## config.mk

```make
export PLATFORM = sky130hd
export DESIGN_NAME = wc_tile_stream_flat
export DESIGN_NICKNAME = d
export VERILOG_FILES = /design/src/rtl/wc_tile_stream_if.sv /design/src/rtl/wc_tile_stream.sv /design/src/flat_wrapper.sv
export SDC_FILE = /design/constraint.sdc
export NUM_CORES = 1
export LEC_CHECK = 0
export CAP_MARGIN = 20
export CELL_PAD_IN_SITES_DETAIL_PLACEMENT = 0
export CELL_PAD_IN_SITES_GLOBAL_PLACEMENT = 1
export CORE_MARGIN = 2
export CORE_UTILIZATION = 43
export DETAILED_ROUTE_END_ITERATION = 10
export GPL_ROUTABILITY_DRIVEN = 0
export GPL_TIMING_DRIVEN = 0
export HOLD_SLACK_MARGIN = 0.15
export MAX_ROUTING_LAYER = met4
export PLACE_DENSITY = 0.84
export SYNTH_ARGS = -nofsm -noshare
export SYNTH_HDL_FRONTEND = slang
export SYNTH_SLANG_ARGS = --single-unit
```

## constraint.sdc

```tcl
create_clock -name clk -period 4 [get_ports clk]
set_input_delay 0.4 -clock clk [delete_from_list [all_inputs] [get_ports clk]]
set_output_delay 0.4 -clock clk [all_outputs]
set_load 0.01 [all_outputs]
```

## src/rtl/wc_tile_stream_if.sv

```systemverilog
// Sample/result stream bundle for wc_tile_stream.
// slave = the tiling block, master = the upstream/downstream environment.
interface wc_tile_stream_if #(
  parameter int DW = 10
) ();
  logic          s_valid;
  logic          s_ready;
  logic [DW-1:0] s_data;
  logic          s_last;
  logic          m_valid;
  logic          m_ready;
  logic [DW-1:0] m_data;
  logic          m_last;

  modport master (
    output s_valid, s_data, s_last, m_ready,
    input  s_ready, m_valid, m_data, m_last
  );

  modport slave (
    input  s_valid, s_data, s_last, m_ready,
    output s_ready, m_valid, m_data, m_last
  );
endinterface

```

## src/rtl/wc_tile_stream.sv

```systemverilog
// Builds 7-sample tiles (stride 4) for an external WC pipeline and streams its 4 results.
// Optional macro WC_TILE_PAD_EN: zero-pad and process a partial tile ended by s_last.
module wc_tile_stream #(
  parameter int DW  = 10,
  parameter int LAT = 6
) (
  input  logic              clk,
  input  logic              rst,
  wc_tile_stream_if.slave   bus,
  output logic [7*DW-1:0]   wc_d,
  input  logic [4*DW-1:0]   wc_z
);

  typedef enum logic [1:0] {
    FILL  = 2'd0,
    WAIT  = 2'd1,
    DRAIN = 2'd2
  } state_t;

  state_t        r_state;
  state_t        w_state_nxt;
  logic [DW-1:0] r_win [7];
  logic [DW-1:0] r_buf [4];
  logic [2:0]    r_cnt;
  logic [1:0]    r_idx;
  logic [3:0]    r_lcnt;
  logic          r_tlast;
  logic          r_live;
  logic          w_accept;
  logic          w_full;
  logic          w_partial;
  logic          w_fire;
  logic [2:0]    w_cnt_inc;

  always_ff @(posedge clk or negedge rst) begin
    if (!rst) r_state <= FILL;
    else      r_state <= w_state_nxt;
  end

  always_comb begin
    w_state_nxt = r_state;
    w_cnt_inc   = r_cnt + 3'd1;
    w_accept    = 1'b0;
    w_full      = 1'b0;
    w_partial   = 1'b0;
    w_fire      = 1'b0;
    bus.s_ready = 1'b0;
    bus.m_valid = 1'b0;
    bus.m_last  = 1'b0;
    bus.m_data  = r_buf[r_idx];
    case (r_state)
      FILL: begin
        // r_live keeps s_ready low until the first edge after reset release
        bus.s_ready = r_live;
        w_accept    = r_live & bus.s_valid;
        w_full      = w_accept && (w_cnt_inc == 3'd7);
        w_partial   = w_accept && bus.s_last && !w_full;
        if (w_full) w_state_nxt = WAIT;
`ifdef WC_TILE_PAD_EN
        else if (w_partial) w_state_nxt = WAIT;
`endif
      end
      WAIT: begin
        if (r_lcnt == 4'd0) w_state_nxt = DRAIN;
      end
      DRAIN: begin
        bus.m_valid = 1'b1;
        bus.m_last  = r_tlast && (r_idx == 2'd3);
        w_fire      = bus.m_ready;
        if (w_fire && (r_idx == 2'd3)) w_state_nxt = FILL;
      end
      default: w_state_nxt = FILL;
    endcase
  end

  always_ff @(posedge clk or negedge rst) begin
    if (!rst) begin
      r_live  <= 1'b0;
      r_cnt   <= '0;
      r_idx   <= '0;
      r_lcnt  <= '0;
      r_tlast <= 1'b0;
      for (int unsigned i = 0; i < 7; i++) r_win[i] <= '0;
      for (int unsigned k = 0; k < 4; k++) r_buf[k] <= '0;
    end else begin
      r_live <= 1'b1;
      case (r_state)
        FILL: begin
          if (w_accept) begin
            r_win[r_cnt] <= bus.s_data;
            if (w_full) begin
              r_cnt   <= w_cnt_inc;
              r_lcnt  <= 4'(LAT);
              r_tlast <= bus.s_last;
            end else if (w_partial) begin
`ifdef WC_TILE_PAD_EN
              for (int unsigned i = 0; i < 7; i++)
                if (i > 32'(r_cnt)) r_win[i] <= '0;
              r_cnt   <= 3'd7;
              r_lcnt  <= 4'(LAT);
              r_tlast <= 1'b1;
`else
              r_cnt   <= '0;
`endif
            end else begin
              r_cnt <= w_cnt_inc;
            end
          end
        end
        WAIT: begin
          if (r_lcnt == 4'd0) begin
            for (int unsigned k = 0; k < 4; k++) r_buf[k] <= wc_z[(3-k)*DW +: DW];
            r_idx <= '0;
          end else begin
            r_lcnt <= r_lcnt - 4'd1;
          end
        end
        DRAIN: begin
          if (w_fire) begin
            r_idx <= r_idx + 2'd1;
            if (r_idx == 2'd3) begin
              if (r_tlast) begin
                r_cnt <= '0;
              end else begin
                r_win[0] <= r_win[4];
                r_win[1] <= r_win[5];
                r_win[2] <= r_win[6];
                r_cnt    <= 3'd3;
              end
            end
          end
        end
        default: ;
      endcase
    end
  end

  always_comb begin
    wc_d = '0;
    for (int unsigned k = 0; k < 7; k++) wc_d[(6-k)*DW +: DW] = r_win[k];
  end

endmodule

```

## src/flat_wrapper.sv

```systemverilog
// flat-port wrapper written by rule: the top's interface ports become plain ports
module wc_tile_stream_flat 
#(
  parameter int DW  = 10,
  parameter int LAT = 6
)
  (clk, rst, wc_d, wc_z, bus_s_valid, bus_s_data, bus_s_last, bus_m_ready, bus_s_ready, bus_m_valid, bus_m_data, bus_m_last);
  wc_tile_stream_if #(.DW(DW)) bus_i ();
  input  logic clk;
  input  logic rst;
  output logic [7*DW-1:0] wc_d;
  input  logic [4*DW-1:0] wc_z;
  input wire logic [$bits(bus_i.s_valid)-1:0] bus_s_valid;
  input wire logic [$bits(bus_i.s_data)-1:0] bus_s_data;
  input wire logic [$bits(bus_i.s_last)-1:0] bus_s_last;
  input wire logic [$bits(bus_i.m_ready)-1:0] bus_m_ready;
  output wire logic [$bits(bus_i.s_ready)-1:0] bus_s_ready;
  output wire logic [$bits(bus_i.m_valid)-1:0] bus_m_valid;
  output wire logic [$bits(bus_i.m_data)-1:0] bus_m_data;
  output wire logic [$bits(bus_i.m_last)-1:0] bus_m_last;
  assign bus_i.s_valid = bus_s_valid;
  assign bus_i.s_data = bus_s_data;
  assign bus_i.s_last = bus_s_last;
  assign bus_i.m_ready = bus_m_ready;
  assign bus_s_ready = bus_i.s_ready;
  assign bus_m_valid = bus_i.m_valid;
  assign bus_m_data = bus_i.m_data;
  assign bus_m_last = bus_i.m_last;
  wc_tile_stream #(.DW(DW), .LAT(LAT)) u_core (.clk(clk), .rst(rst), .bus(bus_i), .wc_d(wc_d), .wc_z(wc_z));
endmodule
```

==> results.txt <==
The worst setup path is of the reg2out kind. Static timing analysis puts the maximum clock frequency at 0.3327 GHz. The routed wire length came out at 16.39 mm. The later-pin clock latency in the skew report came out at 0.42 ns. After synthesis, flip-flops and latches occupy 52.31% of the total area.

The area share of the largest cell type after synthesis is 52.31%. The number of cells on the worst reg-to-reg path is 8. For this design, the sink count on the clock tree is 123. The number of flops mapped to enable cells by yosys is 0. The post-detailed-placement half-perimeter wirelength is 10.93 mm. The initialized floorplan defines 42 standard-cell rows.

The worst hold path begins at u_core.r_buf[9]$_DFFE_PN0N_. The maximum level of the CTS H-tree came out at 4. The die footprint is 14,640 µm².

The post-cts repair resize count is 0. 0 antenna diodes ended up in the layout. The worst hold path terminates at u_core.r_buf[9]$_DFFE_PN0N_.

The count of unique library cells instantiated by Yosys is 43. The number of standard cells after synthesis is 437. The area growth from synthesis to layout is 38.74%. The floorplan die width is 121.0 µm. In the final layout, the share of cells above drive strength 1 is 24.22%.

The number of placed instances, taps included came out at 751. The analysis attributes to cell leakage a power of 3.437 nW. The maximum number of pins on one net before global-route repair came out at 63.

The worst setup slack for register-to-register paths is 1.85 ns. The total power draw came out at 0.005581 W. The transition time at the pin with the least slew margin came out at 0.6484 ns. The initial antenna violation count was 0.

The standard cell core area is 13,300 µm². The via count of the first global-routing pass was 4,711. The main flop type after synthesis is sky130_fd_sc_hd__dfrtp_1. The beginning of the worst register-to-register path is u_core.r_lcnt[0]$_DFFE_PN0P_. Ranked by total cell area, the synthesized netlist is headed by sky130_fd_sc_hd__dfrtp_1, sky130_fd_sc_hd__mux2_4, sky130_fd_sc_hd__mux2_2, sky130_fd_sc_hd__a2111oi_0, sky130_fd_sc_hd__nand3b_1. STA classifies the critical path endpoint as a primary output. The count of endpoints failing setup in the final report came out at 0. At the end of the flow the core is filled with cells to 61.41%. The TritonCTS buffer count came out at 17.

The required time of the worst setup path is 3.60 ns. STA classifies the critical path startpoint as a flop. The post-synthesis cell area came out at 5884 µm². The synthesized net count came out at 497.

Clock-pin slew was measured on the worst setup and hold paths at 0.05 ns. Pin placement for this block handled 138 I/O pins. The clock tree from TritonCTS is built.

Buffers added to address setup during post-CTS repair amount to 0. The count of maximum capacitance violations came out at 0. Port buffering added 137 buffers. The number of vias per cell after detailed routing is 5.759. Once the floorplan was initialized, standard cells occupied 44.26% of the core. After detailed routing, the average wire length per cell comes to 20.94 µm. The share of the cycle needed by the critical path after routing is 75.14%. In this run the vertical extent of the chip is 121.0 µm. The number of violations reported at the end of detailed-routing iteration 0 came out at 302.

The worst-case clock skew came out at 0.01042 ns. After synthesis the netlist holds a flip-flop and latch count of 123. Summed over all instances, the cell type with the most area after synthesis is sky130_fd_sc_hd__dfrtp_1.

The aggregate global-route resource usage came out at 24.08%. The number of hold violations in the final report came out at 0. The share of async-settable or async-resettable flops after synthesis is 100.0%. The arrival time of the worst setup path came out at 2.61 ns. The first global-routing pass estimated 25.89 mm of wire.

The count of cells in the finished layout, fillers not included, comes to 783. The clock passes through at most 2 buffers. The number of nets in the final layout is 655.

The power per standard cell area came out at 683.6 nW/µm². The worst-case IR drop observed on VDD is 0.0003905 V. The headroom to the max-slew limit came out at 56.63%. The worst hold path class is reg2reg. The cell at the root of the clock tree is sky130_fd_sc_hd__clkbuf_16. The detailed-route via count came out at 4,509. The first detailed-routing pass ran for 6 iterations.

The max-slew violation count came out at 0. The flow ran to the end, and the final reports show no timing, DRC or antenna violations. The final-layout setup total negative slack came out at 0 ns. Each instance of the synthesized netlist takes up on average 13.47 µm². The endpoint identified for the worst register-to-register timing path is u_core.r_buf[28]$_DFFE_PN0N_. For the finished layout, the period the worst path requires is 3.006 ns.

For this run, the number of Yosys warnings is 0. The number of cells on the worst hold path is 1. Setup repair after global routing left no endpoint under its margin.

The count of unresolved DRC violations after routing came out at 0. The largest driver fanout on the critical path came out at 10. The number of antenna-violating nets in the routed design is 0.

The global-route congestion overflow total is 0.
cell families (layout without fill, tap and decap cells):
family	Yosys count	after routing	share of synthesized area [%]
XOR/XNOR	1	1	0.1489
buffers and inverters	41	211	4.040
flip-flops	123	123	52.31
adder cells (fa/ha/maj)	5	5	1.063
AO/OA/AOI/OAI	106	106	12.12
AND/OR/NAND/NOR	69	69	8.506
other	1	1	0.06373
multiplexers	91	91	21.75
critical path: stages (launching register included):
cell	delay [ns]
sky130_fd_sc_hd__dfrtp_1	0.46
sky130_fd_sc_hd__nor2b_1	0.48
sky130_fd_sc_hd__clkbuf_1	0.45
sky130_fd_sc_hd__and3_1	0.23
sky130_fd_sc_hd__clkdlybuf4s50_1	0.57
what timing repair did:
item / CTS / global route
setup endpoints to repair: 0 / 0
hold buffers: 1 / 0
hold endpoints to repair: 61 / 0
stage by stage:
stage	area (µm²)	hold WS [ns]	worst slack (ns)
after floorplan	5884	0.1044	2.009
after global placement	7476	0.4861	-2.244
after detailed placement	7505	0.4209	1.449
after CTS	8164	0.5038	0.9924
after global routing	8164	0.5109	0.8160
final	8164	0.5040	0.9944
Yosys cell counts (2+ instances only):
cell	number
sky130_fd_sc_hd__nor2b_1	2
sky130_fd_sc_hd__nand2b_1	3
sky130_fd_sc_hd__mux2_4	38
sky130_fd_sc_hd__nand4b_1	2
sky130_fd_sc_hd__buf_2	9
sky130_fd_sc_hd__nand2_1	5
sky130_fd_sc_hd__nand3b_1	32
sky130_fd_sc_hd__a32oi_1	2
sky130_fd_sc_hd__inv_1	4
sky130_fd_sc_hd__a2111oi_0	30
sky130_fd_sc_hd__mux2_2	43
sky130_fd_sc_hd__o21ai_0	33
sky130_fd_sc_hd__dfrtp_1	123
sky130_fd_sc_hd__or3b_2	2
sky130_fd_sc_hd__buf_12	4
sky130_fd_sc_hd__clkbuf_1	23
sky130_fd_sc_hd__ha_1	5
sky130_fd_sc_hd__or2_2	3
sky130_fd_sc_hd__o211ai_1	4
sky130_fd_sc_hd__and3_1	2
sky130_fd_sc_hd__a31oi_1	33
sky130_fd_sc_hd__nand3_1	5
sky130_fd_sc_hd__mux4_2	10
placed cells by master (no fill, tap or decap), types with 4 or more instances in the layout:
cell	n
sky130_fd_sc_hd__mux4_2	10
sky130_fd_sc_hd__nand3_1	5
sky130_fd_sc_hd__a2111oi_0	30
sky130_fd_sc_hd__buf_2	9
sky130_fd_sc_hd__dfrtp_1	123
sky130_fd_sc_hd__bufinv_16	5
sky130_fd_sc_hd__mux2_4	38
sky130_fd_sc_hd__a31oi_1	33
sky130_fd_sc_hd__o211ai_1	4
sky130_fd_sc_hd__clkdlybuf4s50_1	136
sky130_fd_sc_hd__inv_1	4
sky130_fd_sc_hd__nand3b_1	32
sky130_fd_sc_hd__nand2_1	5
sky130_fd_sc_hd__o21ai_0	33
sky130_fd_sc_hd__clkbuf_16	17
sky130_fd_sc_hd__clkbuf_1	24
sky130_fd_sc_hd__ha_1	5
sky130_fd_sc_hd__buf_12	4
sky130_fd_sc_hd__mux2_2	43
worst max-delay path by stage:
stage / start / end / slack [ns]
2_1_floorplan: u_core.r_lcnt[0]$_DFFE_PN0P_ / u_core.r_buf[10]$_DFFE_PN0N_ / 2.01
4_1_cts: u_core.r_state[1]$_DFFE_PN0P_ / bus_m_last / 0.99
3_3_place_gp: rst / u_core.wc_d[14]$_DFFE_PN0P_ / -2.24
5_1_grt: u_core.r_state[1]$_DFFE_PN0P_ / bus_m_last / 0.82
6_report: u_core.r_state[1]$_DFFE_PN0P_ / bus_m_last / 0.99
3_5_place_dp: u_core.r_state[1]$_DFFE_PN0P_ / bus_m_last / 1.45
flip-flops by register name, indices dropped and copies added (netlist names):
name	cells
u_core.r_tlast	1
u_core.r_cnt	3
u_core.r_idx	2
u_core.r_live	1
u_core.wc_d	70
u_core.r_lcnt	4
u_core.r_state	2
u_core.r_buf	40
report_power, final:
group | internal [W] | total, W | switching, W
Clock | 0.00113 | 0.00168 | 0.000545
Combinational | 0.00111 | 0.00200 | 0.000892
Sequential | 0.00161 | 0.00190 | 0.000293
layout make-up:
class	instances	area, µm²
Fill cell	1043	5131
Sequential cell	123	3078
Multi-Input combinational cell	273	2569
Timing Repair Buffer	139	1410
Clock buffer	20	456.7
Buffer	37	222.7
Tap cell	176	220.2
Clock inverter	11	192.7
Inverter	4	15.01
metal layers:
| metal | global-route usage (%) | wire length [µm] | up-vias |
|---|---|---|---|
| met5 | - | 0 | - |
| met4 | 7.776 | 283 | 0 |
| met3 | 7.566 | 1242 | 22 |
| met2 | 36.06 | 7740 | 195 |
| met1 | 31.35 | 7127 | 2283 |
| li1 | - | - | 2009 |
No activity file was read; power rests on OpenSTA's default activity.
